<file path="src/rtl/piano_voice_ctrl.sv">
// Single-voice piano note controller: key sync/arbitration, per-note sample tick,
// waveform ROM sequencing. Optional key debounce when PIANO_DEBOUNCE_EN is defined.
module piano_voice_ctrl #(
  parameter int DIV_DO    = 2988,
  parameter int DIV_RE    = 2662,
  parameter int DIV_MI    = 2371,
  parameter int DIV_SOL   = 1993,
  parameter int DB_CYCLES = 500000
) (
  input  logic       clk,
  input  logic       rst,
  input  logic [3:0] keys,
  input  logic [3:0] rom_data,
  output logic [4:0] rom_addr,
  output logic [3:0] sample,
  output logic       sample_tick,
  output logic       active,
  output logic [1:0] note
);

  typedef enum logic [1:0] {
    IDLE    = 2'd0,
    PLAY    = 2'd1,
    RELEASE = 2'd2
  } state_t;

  localparam logic [11:0] LAST_DO  = 12'(DIV_DO - 1);
  localparam logic [11:0] LAST_RE  = 12'(DIV_RE - 1);
  localparam logic [11:0] LAST_MI  = 12'(DIV_MI - 1);
  localparam logic [11:0] LAST_SOL = 12'(DIV_SOL - 1);

  state_t      state;
  logic [3:0]  kmeta;
  logic [3:0]  ksync;
  logic [3:0]  klvl;
  logic [11:0] cnt;
  logic [11:0] div_last;
  logic        req;
  logic [1:0]  req_note;
  logic        wrap;

  always_ff @(posedge clk) begin
    if (rst) begin
      kmeta <= '0;
      ksync <= '0;
    end else begin
      kmeta <= keys;
      ksync <= kmeta;
    end
  end

`ifdef PIANO_DEBOUNCE_EN
  localparam logic [19:0] DB_LAST = 20'(DB_CYCLES - 1);

  logic [19:0] db_cnt [4];

  // A key's level flips only after DB_CYCLES consecutive cycles of disagreement.
  always_ff @(posedge clk) begin
    if (rst) begin
      klvl <= '0;
      for (int i = 0; i < 4; i++) db_cnt[i] <= '0;
    end else begin
      for (int i = 0; i < 4; i++) begin
        if (ksync[i] == klvl[i]) begin
          db_cnt[i] <= '0;
        end else if (db_cnt[i] == DB_LAST) begin
          klvl[i]   <= ksync[i];
          db_cnt[i] <= '0;
        end else begin
          db_cnt[i] <= db_cnt[i] + 20'd1;
        end
      end
    end
  end
`else
  logic unused_db;
  assign unused_db = (DB_CYCLES != 0);
  assign klvl      = ksync;
`endif

  always_comb begin
    req      = |klvl;
    req_note = 2'd0;
    if (klvl[3])      req_note = 2'd3;
    else if (klvl[2]) req_note = 2'd2;
    else if (klvl[1]) req_note = 2'd1;
  end

  always_comb begin
    case (note)
      2'd3:    div_last = LAST_DO;
      2'd2:    div_last = LAST_RE;
      2'd1:    div_last = LAST_MI;
      default: div_last = LAST_SOL;
    endcase
  end

  assign sample_tick = (state != IDLE) && (cnt == div_last);
  assign wrap        = sample_tick && (rom_addr == 5'd31);
  assign active      = (state != IDLE);

  // Note changes and note-off only take effect on a wrap, so a waveform
  // period is never cut short.
  always_ff @(posedge clk) begin
    if (rst) begin
      state    <= IDLE;
      note     <= 2'd0;
      cnt      <= '0;
      rom_addr <= '0;
      sample   <= '0;
    end else begin
      if (state != IDLE) begin
        cnt <= sample_tick ? 12'd0 : cnt + 12'd1;
        if (sample_tick) begin
          sample   <= rom_data;
          rom_addr <= rom_addr + 5'd1;
        end
      end
      case (state)
        IDLE: begin
          cnt <= '0;
          if (req) begin
            state    <= PLAY;
            note     <= req_note;
            rom_addr <= '0;
          end
        end
        PLAY, RELEASE: begin
          if (wrap && !req) begin
            state    <= IDLE;
            sample   <= '0;
            rom_addr <= '0;
          end else if (wrap) begin
            state <= PLAY;
            note  <= req_note;
          end else if (req) begin
            state <= PLAY;
          end else begin
            state <= RELEASE;
          end
        end
        default: state <= IDLE;
      endcase
    end
  end

endmodule

</file>
<file path="config.mk">
export PLATFORM = sky130hd
export DESIGN_NAME = piano_voice_ctrl
export DESIGN_NICKNAME = d
export VERILOG_FILES = /design/src/rtl/piano_voice_ctrl.sv
export SDC_FILE = /design/constraint.sdc
export NUM_CORES = 1
export LEC_CHECK = 0
export ABC_AREA = 0
export CORE_MARGIN = 1
export CORE_UTILIZATION = 54
export DETAILED_ROUTE_END_ITERATION = 8
export PLACE_DENSITY = 0.76
export SETUP_SLACK_MARGIN = 0.4
export SYNTH_ARGS = -nofsm -noshare
export SYNTH_HDL_FRONTEND = slang
export SYNTH_SLANG_ARGS = --single-unit
</file>
<file path="constraint.sdc">
create_clock -name clk -period 3.6 [get_ports clk]
set_input_delay 1.08 -clock clk [delete_from_list [all_inputs] [get_ports clk]]
set_output_delay 1.08 -clock clk [all_outputs]
set_load 0.01 [all_outputs]
</file>
# Word-level counts from Yosys, hierarchy flattened
# Cells that the tools add are included.
dict set report word_totals {
  inputBits 10
  ff_bits 33
  elab_cells 53
  output_inout_bits 13
}
dict set report op_classes {
  n_addsub 2
  n_reduce_logical 11
  n_eq_ne 10
  mux 23
}
# cell n
set op_table {}
lappend op_table {{$pmux 12 s3} 1}
lappend op_table {{$mux 5} 4}
lappend op_table {{$mux 2} 9}
lappend op_table {{$mux 4} 4}
lappend op_table {{$add 12x1->12 const B} 1}
lappend op_table {{$eq 12x12->1} 1}
lappend op_table {{$mux 12} 1}
lappend op_table {{$pmux 5 s2} 1}
lappend op_table {{$pmux 2 s2} 2}
lappend op_table {{$eq 2x2->1 const B} 3}
lappend op_table {{$ne 2x2->1 const B} 3}
lappend op_table {{$add 5x1->5 const B} 1}
lappend op_table {{$eq 5x5->1 const B} 1}
lappend op_table {{$eq 2x1->1 const B} 2}
lappend op_table {{$reduce_and 4->1} 1}
lappend op_table {{$reduce_bool 2->1} 2}
lappend op_table {{$reduce_or 2->1} 2}
lappend op_table {{$reduce_or 4->1} 1}
lappend op_table {{$logic_and 1x1->1} 3}
lappend op_table {{$logic_not 2->1} 1}
lappend op_table {{$logic_not 1->1} 1}
lappend op_table {{$mux 1} 1}

# Depth between registers and ports, before layout
# Gate-level depths: netlist of run 1.
dict set report depth {
  word_depth 8
  mapped_depth 9
  mapped_depth_nobuf 8
}

# Worst setup path before layout of run 1
# Ideal clock, no wire load.
dict set report synth_path {
  path_type {register -> output}
  start {register note[0]}
  end {output sample_tick}
  n_path_buf 1
  arrival_time_ns 2.051
  path_stages_with_launch 7
  setup_slack_ns 0.469
  t_required_ns 2.520
  path_cell_list {dfxtp_1 -> inv_1 -> ha_1 -> or3b_4 -> a2111oi_4 -> o2111a_1 -> buf_2}
}
dict set report synth_via {
  elab_chain_len 4
  word_cells_on_any_way 6
  classes_between {4 x eq/ne; 1 x mux; 1 x reduce/logical}
}
# item line
set synth_rtl {}
lappend synth_rtl {{from (decl)} 18} ;# output logic [1:0] note
lappend synth_rtl {{from (signal assigned)} 124} ;# note <= req_note;
lappend synth_rtl {{from (signal assigned)} 135} ;# note <= req_note;
lappend synth_rtl {{$eq 2x1->1 or $eq 2x2->1 (tied branches)} 90} ;# case (note)
lappend synth_rtl {{$pmux 12 s3 (*)} 90}
lappend synth_rtl {{$eq 12x12->1 (*)} 98} ;# assign sample_tick = (state != IDLE) && (cnt == div_last);
lappend synth_rtl {{$logic_and 1x1->1 (*)} 98}
lappend synth_rtl {{to (decl)} 16} ;# output logic sample_tick,
# Every way passes the cells marked *; elsewhere a longest branch is shown, timed or not.

# Worst setup path in the final report of run 1
# Ends and elaborated chain as after synthesis.

==> results of run 1 <==
synthesized netlist by cell type (all sizes together), types with 2 or more instances:
cell type	n
dfxtp	33
nor2	20
nand2	13
a21oi	12
o21ai	11
ha	9
nand3	9
nor2b	9
xnor2	8
nand3b	7
inv	6
nand2b	6
xor2	6
clkbuf	5
buf	4
or4	4
and3	3
nor4	3
or3b	3
a211oi	2
nand4	2
nor3	2
nor3b	2
o211ai	2
worst max-delay path by stage:
stage,startpoint,endpoint,depth (start not counted)
finish,note[0]$_SDFFE_PP0P_,sample_tick,6
global route,note[0]$_SDFFE_PP0P_,sample_tick,6
CTS,note[1]$_SDFFE_PP0P_,sample_tick,6
detailed placement,note[0]$_SDFFE_PP0P_,sample_tick,6
global placement,note[0]$_SDFFE_PP0P_,sample_tick,6
floorplan,note[0]$_SDFFE_PP0P_,sample_tick,6
cell families (layout without fill, tap and decap cells):
group                    count (synthesis)  count (layout)  synth area share [%]
AO/OA/AOI/OAI                           35              35                  14.1
flip-flops                              33              33                  39.5
AND/OR/NAND/NOR                         85              85                  27.7
buffers and inverters                   15              42                  4.04
XOR/XNOR                                14              14                  7.33
adder cells (fa/ha/maj)                  9               9                  6.73
multiplexers                             1               1                 0.598
timing repair:
action | 4_1_cts | 5_1_grt
gates resized for setup | 10 | 3
setup buffers | 1 | 1
pin swaps | 3 | 2
hold buffers | 0 | 0
setup endpoints to repair | 1 | 1
endpoints found under the hold margin | 0 | 0
worst max-delay path: cells and delay by family, from the launching register on:
kind | cells | cell delay [ns]
compound gates | 2 | 0.58
fa+ha+maj | 1 | 0.26
buf+inv | 2 | 0.19
flops | 1 | 0.35
simple gates | 1 | 0.38
placed cells by master (no fill, tap or decap), types with 3 or more instances in the layout:
| cell | count |
|---|---|
| sky130_fd_sc_hd__nor2b_1 | 9 |
| sky130_fd_sc_hd__a21oi_1 | 11 |
| sky130_fd_sc_hd__buf_4 | 6 |
| sky130_fd_sc_hd__ha_1 | 7 |
| sky130_fd_sc_hd__dfxtp_1 | 31 |
| sky130_fd_sc_hd__xnor2_1 | 8 |
| sky130_fd_sc_hd__nor2_1 | 19 |
| sky130_fd_sc_hd__nor4_1 | 3 |
| sky130_fd_sc_hd__nand2_1 | 13 |
| sky130_fd_sc_hd__inv_1 | 4 |
| sky130_fd_sc_hd__nand3_1 | 9 |
| sky130_fd_sc_hd__nand2b_1 | 6 |
| sky130_fd_sc_hd__o21ai_0 | 11 |
| sky130_fd_sc_hd__nand3b_1 | 7 |
| sky130_fd_sc_hd__xor2_1 | 6 |
| sky130_fd_sc_hd__or4_1 | 4 |
| sky130_fd_sc_hd__clkbuf_4 | 5 |
| sky130_fd_sc_hd__clkdlybuf4s50_1 | 21 |
registers in the layout (all words and copies together) (netlist names):
signal / count
kmeta: 4
klvl: 4
cnt: 12
state: 2
sample: 4
note: 2
rom_addr: 5
cell type report:
cell class / count / area [sq um] / area share (%)
multi-input cells: 144 / 971 / 47.9
flip-flops and latches: 33 / 663 / 32.7
repair buffers: 28 / 260 / 12.8
clock buffers: 7 / 65.1 / 3.21
well taps: 31 / 38.8 / 1.91
inverters: 6 / 22.5 / 1.11
clock inverters: 1 / 5.00 / 0.247
routing by layer:
metal | vias up | share of wire, % | wire (um)
li1 | 720 | - | -
met2 | 43 | 49 | 1680
met5 | - | 0 | 0
met4 | 0 | 1.3 | 45
met1 | 658 | 44 | 1530
met3 | 10 | 5.7 | 198
report_power, final:
group | total [mW] | switching (mW) | internal (mW) | leakage [nW]
clock | 0.239 | 0.126 | 0.113 | 0.0413
sequential | 0.385 | 0.00870 | 0.377 | 0.269
combinational | 0.151 | 0.0794 | 0.0718 | 0.411
total | 0.776 | 0.214 | 0.562 | 0.721
==> out/results.txt, run 1 <==
The run gives 0.432 ns as the setup slack of the critical path after layout. The number of max-cap violations was 0; the TritonCTS sink count was 33. The number of remaining DRC errors is 1, and the clock latency at the later pin of the worst-skew pair is 0.34 ns. For the final database, setup skew stands at 0.0113 ns. Detailed placement finished with a half-perimeter wire length of 2.54 mm. The finished cells cover 2030 sq um. The transition time at the pin with the least slew margin works out to 0.682 ns.

The power density normalized to cell area works out to 383 nW/um^2. Of the cells placed in the final design, the portion with a size suffix greater than 1 is 14.2%. The signal on the critical path passes through inv_2 > ha_4 > or3b_4 > a2111oi_4 > o2111a_1 > buf_2. The count of TritonRoute iterations in the first routing pass was 6; the initial antenna violation count was 0. The highest-utilization routing layer at the global route stage was met2. During placement, the flow inserted port buffers numbering 22. The combined global-route utilization of all metal layers came out at 23.4%. The total count of max-transition violations in the final report is 0.

The floorplan row count is 19, and the fmax is 0.316 GHz. The placed instance area came out at 1920 sq um. Global routing consumed, on the met3 layer, 7.37% of the routing resources. Final-report hold violation count: 0. The root buffer cell chosen for the clock tree is sky130_fd_sc_hd__clkbuf_4. The area growth from synthesis to final layout is 21.1%. Global routing consumed, on the met1 layer, 29.8% of the routing resources. The largest total area in the synthesized netlist belongs to sky130_fd_sc_hd__dfxtp_1. The run gives 0.721 nW as the leakage power. For the number of nets with antenna violations after detailed routing, the log shows 0. Measured on the finished design, the core utilization comes to 71.0%. The die covers 3320 sq um. The logs give 39.5% for the sequential share of the synthesized area and 2.52 ns for the required time of the critical path. In this run the critical register-to-register path is launched from note[0]$_SDFFE_PP0P_.

The logs give 1,326 for the via count of the first global-routing pass and 2 for the clock tree buffer depth. Counting I/O delays and the setup requirement, the final critical path takes 3.17 ns. For the largest net degree at the start of global routing, the log shows 21. Setup repair after global routing could not meet its margin everywhere. The worst pin sits at a relative slew slack of 54.1%. In this run the cell area of the synthesized design comes to 1670 sq um. Routability-driven placement finished with a final weighted congestion of 0.798. The H-tree was split into 2 levels.

In this run, the number of DRC markers left after iteration 0 of detailed routing was 62. The worst min-delay path startpoint is kmeta[0]$_SDFF_PP0_. The count of filler cells inserted in the layout was 242; the total congestion overflow was 0. By area the synthesized netlist is led by sky130_fd_sc_hd__dfxtp_1 39%, sky130_fd_sc_hd__ha_1 6.7%, sky130_fd_sc_hd__nor2_1 4.5%.

From bottom edge to top edge, the die measures 57.7 um. For the number of failing setup endpoints in the final timing report, the log shows 0. The worst register-to-register path has a setup slack of 1.10 ns.

Number of placed instances with taps included: 240. For met2 alone, demand over resource in global routing was 37.9%. Among all stages on the critical path, the largest delay is contributed by sky130_fd_sc_hd__or3b_4.

For the worst voltage drop across the vdd grid, the log shows 0.284 mV. The net count after synthesis was 211. The checks that failed: DRC. The tools report the kind of capture point of the worst setup path as an output port. After clock tree synthesis, the clock-pin slew on the worst setup and hold paths is 0.10 ns.

In the final routed layout, each cell accounts on average for 13.8 um. Yosys mapped the design onto 39 distinct sky130hd cell types. During synthesis, Yosys emitted a total of 0 warnings.

The tools report the hold path endpoint as klvl[0]$_SDFF_PP0_. The sum of routed wire length over all layers came out at 3.45 mm. The number of cells produced by synthesis was 192.

The endpoint of the most critical register-to-register path is rom_addr[3]$_SDFF_PP0_. Horizontal die dimension: 57.7 um. The run gives 58.6% as the effective utilization at floorplan. The run gives 1,431 as the total via count after detailed routing.

The synthesized design contains 0 enable-type register cells. For the post-layout net count, the log shows 237. The total CTS buffers is 5. Class of the most critical setup path: reg -> out. Timing analysis after detailed placement gives a worst setup slack of 0.253 ns. Synthesized area per cell: 8.71 sq um. The flow ran to the end, but the final reports show violations. TritonCTS built the clock tree. The number of antenna diodes in the final layout is 0. The total power consumption of the routed design is 0.776 mW, and the fraction of the cycle the final worst path needs is 88.0%. In this run the worst hold path is classified as reg -> reg. Data on the critical path arrives at its endpoint at 2.09 ns. Global-route wire length before repair: 6.01 mm. The post-synthesis sequential element count is 33, and the final cell count without fillers is 250. The area inside the core boundary is 2850 sq um, and the final sum of negative setup slack is 0 ns. The biggest cell delay along the critical path was 0.38 ns; the routed via count divided by cell count was 5.72. The cell depth of the worst flop-to-flop path is 8. In the synthesized netlist the dominant register cell turns out to be sky130_fd_sc_hd__dfxtp_1.

The number of cells on the worst hold path works out to 1. Along the worst path, the maximum fanout reaches 2. The async set or reset register ratio after synthesis is 0%, and the top-level port count is 23. Hold is met by 0.445 ns. The top-area cell type share of the netlist area was 39.5%.

Category of the worst setup path launch point: a flip-flop.
(Power assumes the default switching activity.)
==> inputs of run 2 (changes only) <==
--- a/constraint.sdc
+++ b/constraint.sdc
@@ -3,2 +3,2 @@
 set_output_delay 1.08 -clock clk [all_outputs]
-set_load 0.01 [all_outputs]
+set_load 0.02 [all_outputs]
==> run 2 against run 1 <==
The flow still finishes with violations (DRC). First-iteration DRC count is 1.6% higher. Total power is 1.9% lower. Non-clock buffer count is 2 higher. Maximum frequency is 1.6% lower. Die area stayed put. Design area is 1.2% higher. Register-to-register slack worse by 0.05 ns. Worst hold slack better by 0.0051 ns. Sequential power hardly changed. Clock power is 10% lower. Global-route usage is 0.89 points higher. Via count is 2.2% higher. Largest power group unchanged.
==> out/results.txt, run 2 (synthesis results as in run 1) <==
The number of placed instances with taps included is 239. The first global-routing pass estimated 6.12 mm of wire. More flip-flops sit in one register than any other, and that register is cnt.

The via count of the first global-routing pass is 1,395. Counting cells, the worst reg-to-reg path comes to 8. Adding up every negative setup slack in the final design gives 0 ns. The analysis attributes to cell leakage a power of 0.719 nW.

The number of cells on the worst hold path was 1. For the total congestion overflow, the log shows 0. The initialized floorplan defines 19 standard-cell rows. The longest clock path from root to sink contains 2 buffers.

Entering global routing, the biggest net connects 21 pins. The routed design has 3.60 mm of wire. In this run the horizontal extent of the chip is 57.7 um. The repair_antennas step left the layout with diodes totalling 0. The run gives 3320 sq um as the die footprint.

CTS built an H-tree with a depth of 2. The final route contains 1,462 vias. The tools report the kind of capture point of the worst setup path as an output port. Summing all flip-flop and latch instances after layout gives 666 sq um. The signal on the critical path passes through inv_4 > ha_4 > or3b_4 > a2111oi_4 > o2111a_1 > buf_6. The commonest non-fill, non-tap cell in the layout was sky130_fd_sc_hd__dfxtp_1.

The initial antenna violation count came out at 0. Mean routed wirelength per cell: 14.3 um. For the worst setup path, the data required time is 2.52 ns. At the end of routability-driven placement, the weighted congestion stood at 0.812. For the detailed placer's ending HPWL, the log shows 2.52 mm.

The first routing iteration left 63 violations. The tree built by TritonCTS fans out to 33 sinks. For the top-level port count, the log shows 23.

In the final layout, the registers with the most flip-flops are cnt (12), rom_addr (5). The share of final-layout standard cells stronger than drive strength 1 came out at 14.5%. The logs give 0 for the number of max-cap violations and 0 for the number of failing setup endpoints in the final timing report.

The initial utilization of the core area, before any placement, comes to 58.6%. The tools report the final cell count without fillers as 252. The power density normalized to cell area is 371 nW/um^2, and the transition time at the pin with the least slew margin is 0.656 ns. Relative to the synthesized area, the layout overhead comes to 22.5%.

In the final design database the tool counted 239 nets. After clock tree synthesis, the clock-pin slew on the worst setup and hold paths is 0.11 ns. The fmax is 0.310 GHz, and the post-layout minimum cycle time is 3.22 ns.

The height of the chip works out to 57.7 um. The first detailed-routing pass took 6 iterations. The root buffer cell chosen for the clock tree is sky130_fd_sc_hd__clkbuf_4.

In this run, post-CTS hold repair placed 0 buffers. The flow ran to the end, but the final reports show violations. Of all nets on the critical path, the largest fanout is 3. The fraction of the cycle the final worst path needs is 89.5%, and the worst voltage drop across the vdd grid is 0.282 mV.

The combined global-route utilization of all metal layers is 24.3%. The clock latency at the later pin of the worst-skew pair is 0.35 ns. Category of the worst setup path launch point: a flip-flop. Input and output buffers added on the ports amount to 22.

The tools report the hold slack as 0.451 ns. The top cell types in the final layout, fill and taps aside, are 31 x sky130_fd_sc_hd__dfxtp_1, 21 x sky130_fd_sc_hd__clkdlybuf4s50_1, 19 x sky130_fd_sc_hd__nor2_1. Library cell contributing the largest single delay on the critical path: sky130_fd_sc_hd__dfxtp_4. Headroom to the max-slew limit came out at 55.9%. The biggest cell delay along the critical path came out at 0.38 ns.

Counting the buffers created by CTS gives 5. The clock skew was 0.00331 ns. Setup repair after global routing could not meet its margin everywhere. In this run the remaining antenna-violating nets after routing total 0. The tools report the number of remaining DRC errors as 1. The final reports fail on DRC.

The count of filler cells inserted in the layout came out at 230. Cells fill 71.8% of the core in the end. The tools report the total count of max-transition violations in the final report as 0.

TritonCTS built the clock tree. The multi-input combinational cells in the finished layout cover a total of 978 sq um. The type of the most critical hold path was reg -> reg. The final-report hold violation count is 0, and the area inside the core boundary is 2850 sq um. The arrival time of data at the critical path endpoint was 2.14 ns; the routed via count divided by cell count was 5.80. Class of the most critical setup path: reg -> out. Number of flip-flops in the largest register: 12.
run 2: worst paths after layout:
check	endpoint	startpoint	slack, ns
min	klvl[2]$_SDFF_PP0_	kmeta[2]$_SDFF_PP0_	0.45
min reg2reg	klvl[2]$_SDFF_PP0_	kmeta[2]$_SDFF_PP0_	0.45
max reg2reg	rom_addr[3]$_SDFF_PP0_	note[1]$_SDFFE_PP0P_	1.05
max	sample_tick	note[1]$_SDFFE_PP0P_	0.38
run 2: report_power, final:
part           leakage, nW  internal [mW]  switching [mW]
combinational        0.426         0.0743          0.0847
clock               0.0234         0.0753           0.140
sequential           0.269          0.377         0.00978
total                0.719          0.526           0.235
run 2: area by class of cell:
cell class | count | share of cell area (%)
Sequential cell | 33 | 32.5
Clock buffer | 5 | 1.83
Multi-Input combinational cell | 144 | 47.7
Inverter | 6 | 1.22
Timing Repair Buffer | 30 | 13.7
Tap cell | 31 | 1.89
Clock inverter | 3 | 1.10
run 2: per-stage QoR:
stage,cell area (sq um),worst slack [ns],power [mW]
detailed placement,1910,0.137,0.537
floorplan,1680,0.488,0.494
CTS,2040,0.368,0.764
global placement,1910,0.174,0.532
global route,2050,0.299,0.794
finish,2050,0.379,0.761
run 2: what timing repair did:
item | in CTS | in global routing
setup buffers | 5 | 0
pin swaps | 3 | 1
setup endpoints to repair | 1 | 1
gates resized for setup | 13 | 3
run 2: worst max-delay path: cells and delay by family, from the launching register on:
| kind | cells | cell delay [ns] |
|---|---|---|
| AO/OA/AOI/OAI | 2 | 0.60 |
| adder cells (fa/ha/maj) | 1 | 0.25 |
| buffers and inverters | 2 | 0.17 |
| AND/OR/NAND/NOR | 1 | 0.38 |
| flip-flops | 1 | 0.38 |
run 2: metal layers:
metal / wire [um] / GRT usage, % / vias to the layer above
met5: 0 / 0 / -
met4: 100 / 13.3 / 0
met3: 140 / 6.47 / 12
met2: 1710 / 38.9 / 29
met1: 1650 / 29.9 / 703
li1: - / - / 718
==> inputs of run 3 (changes only) <==
MAX_ROUTING_LAYER = met4   (was not set)
==> run 3 against run 2 <==
The run still ends with DRC left. Largest power group unchanged. Final cell count stayed put. Wire length is 0.17% lower. Total power hardly changed. Register-to-register slack hardly changed. Clock power hardly changed. Sequential cell count stayed put. Utilization stayed put. Sequential share of layout area stayed put. First-iteration DRC count is 11% lower. Count of clock-buffer cells in the layout stayed put.
==> out/results.txt, run 3 (synthesis results as in run 1) <==
Counting along the longest clock path gives a buffer depth of 2. The class of the most critical setup path is reg -> out. The worst voltage drop across the vdd grid was 0.281 mV.

The worst hold path belongs to the class reg -> reg. The clock skew came out at 0.00414 ns. The internal power of the cells totals 0.526 mW.

The leakage power is 0.719 nW, and the antenna diode count is 0. The fmax is 0.311 GHz, and the H-tree depth is 2. Data arrives at the worst endpoint at 2.14 ns. The checks that failed: DRC. Overall power consumption after layout is estimated at 0.761 mW.

The critical path capture point is sample_tick. For the number of remaining DRC errors, the log shows 1. The placement-stage worst setup slack was 0.137 ns.

The critical path starts at note[1]$_SDFFE_PP0P_. Of the available clock period, the critical path in the final layout requires 89.4%. The tools report the effective utilization at floorplan as 58.6%.

The required time of the critical path was 2.52 ns; the reg2reg setup slack was 1.06 ns. The register with the most flip-flops in the layout has 12 of them. The die is 57.7 um wide. The setup slack of the critical path after layout was 0.381 ns.

After routing the design area is 2050 sq um. In this run the power spent charging and discharging nets is 0.234 mW. The power density normalized to cell area came out at 371 nW/um^2. Relative to the synthesized area, the layout overhead comes to 22.5%.

The total via count after detailed routing is 1,463, and the register share of total power is 50.8%. The post-layout net count was 239; the via count of the first global-routing pass was 1,397. Entering global routing, the biggest net connects 21 pins. The worst setup path is launched from a flip-flop. The core region is 2850 sq um. Dividing the detail-routed wire length by the instance count gives 14.3 um. In this run the critical register-to-register path is captured at rom_addr[3]$_SDFF_PP0_. The total overflow left after global routing is 0.

The clock network burns 28.2% of the power. The run gives 25.0% as the combined global-route utilization of all metal layers. The register bank with the most flops was cnt. The first detailed-routing pass ran for 6 iterations. In this run the tightest slew margin relative to its limit is 55.9%.

The clock transition at the register clock pins on the worst setup and hold paths after CTS works out to 0.11 ns. The worst setup path is captured at an output port. In this run the vertical extent of the chip is 57.7 um. The initial antenna violation count was 0. The total count of max-transition violations in the final report is 0.

The net switching share of the total power is 30.8%. Setup repair after global routing could not meet its margin everywhere. Share of final-layout standard cells stronger than drive strength 1: 14.5%. For the TritonCTS sink count, the log shows 33. Setup total negative slack on the finished layout was measured at 0 ns. After detailed routing, the number of vias per cell comes to 5.81. In this run the count of I/O pins placed on the die edge is 23. The worst register-to-register path begins at note[1]$_SDFFE_PP0P_. The post-layout minimum cycle time came out at 3.22 ns. The cell sitting at the root of the clock tree is a sky130_fd_sc_hd__clkbuf_4.

Of the total power, combinational logic draws 20.9%. The library cell used most frequently in the layout, excluding fill and tap cells, is sky130_fd_sc_hd__dfxtp_1. The largest registers in the layout are cnt (12), rom_addr (5). Number of nets with antenna violations after detailed routing: 0.

In this run the core area contains 19 standard-cell rows. The number of clock buffers added by TritonCTS is 5. The largest fanout of any net on the critical path was 3. The clock latency at the later pin of the worst-skew pair came out at 0.35 ns.

Setup violations remaining at the end of the flow were counted as 0. The first global-routing pass estimated 6.13 mm of wire. Routability-driven placement finished with a final weighted congestion of 0.824. In this run, the number of DRC markers left after iteration 0 of detailed routing was 56. TritonCTS built the clock tree. Wires add up to 3.59 mm. Once layout is complete, the utilization of the core stands at 71.8%. The final-report hold violation count is 0. The placed instance area is 1910 sq um. Across the run, the number of max-cap violations was 0.

The die covers 3320 sq um. Counting cells, the worst reg-to-reg path comes to 8. The run finished, with violations left. The transition time at the pin with the least slew margin is 0.655 ns. The count of buffers added on input and output ports is 22. The run gives 2.52 mm as the detailed placer's ending HPWL. In the layout the commonest cells are 31 x sky130_fd_sc_hd__dfxtp_1, 21 x sky130_fd_sc_hd__clkdlybuf4s50_1, 19 x sky130_fd_sc_hd__nor2_1.
## run 3: cell counts in the layout (fill, tap and decap cells not counted)
No cell type changed its count.
## run 3: what timing repair did
item                                    CTS  global route
resized for setup                        13             3
hold buffers                              0             0
endpoints found under the setup margin    1             1
setup buffers                             5             0
pin swaps                                 3             1
## run 3: power groups by stage
stage,logic (mW),clock network (mW),registers [mW]
after CTS,0.155,0.223,0.386
after global routing,0.174,0.231,0.389
after floorplan,0.0965,0,0.398
final,0.159,0.215,0.387
after global placement,0.138,0,0.394
after detailed placement,0.143,0,0.395
## run 3: area by class of cell
cell class,instances,area (sq um)
sequential,33,666
clock buffer,5,37.5
inverter,6,25.0
tap,31,38.8
timing repair buffer,30,282
multi-input combinational,144,978
fill,230,803
clock inverter,3,22.5
## run 3: worst max-delay path, stage by stage (launching register included)
cell	delay, ns
sky130_fd_sc_hd__dfxtp_4	0.38
sky130_fd_sc_hd__inv_4	0.04
sky130_fd_sc_hd__ha_4	0.25
sky130_fd_sc_hd__or3b_4	0.38
sky130_fd_sc_hd__a2111oi_4	0.31
sky130_fd_sc_hd__o2111a_1	0.29
sky130_fd_sc_hd__buf_6	0.13
## run 3: metrics by stage
step                std cells  hold slack, ns
global route              252           0.442
detailed placement        239           0.428
CTS                       252           0.458
floorplan                 192           0.414
finish                    252           0.451
global placement          239           0.423
## run 3: layer usage
layer	share of wire (%)	wire, um	vias up	GRT usage [%]
met2	49	1750	38	38.9
met3	4.3	154	8	6.03
met5	0	0	-	-
met4	2.2	78	0	13.3
li1	-	-	718	-
met1	45	1610	699	30.2
## run 3: how the worst min path moves through the flow
stage,start,depth (start not counted),end,slack (ns)
final,kmeta[2]$_SDFF_PP0_,1,klvl[2]$_SDFF_PP0_,0.45
after global routing,kmeta[2]$_SDFF_PP0_,1,klvl[2]$_SDFF_PP0_,0.44
after CTS,kmeta[2]$_SDFF_PP0_,1,klvl[2]$_SDFF_PP0_,0.46
after detailed placement,kmeta[0]$_SDFF_PP0_,1,klvl[0]$_SDFF_PP0_,0.43
after global placement,kmeta[2]$_SDFF_PP0_,1,klvl[2]$_SDFF_PP0_,0.42
after floorplan,kmeta[0]$_SDFF_PP0_,1,klvl[0]$_SDFF_PP0_,0.41
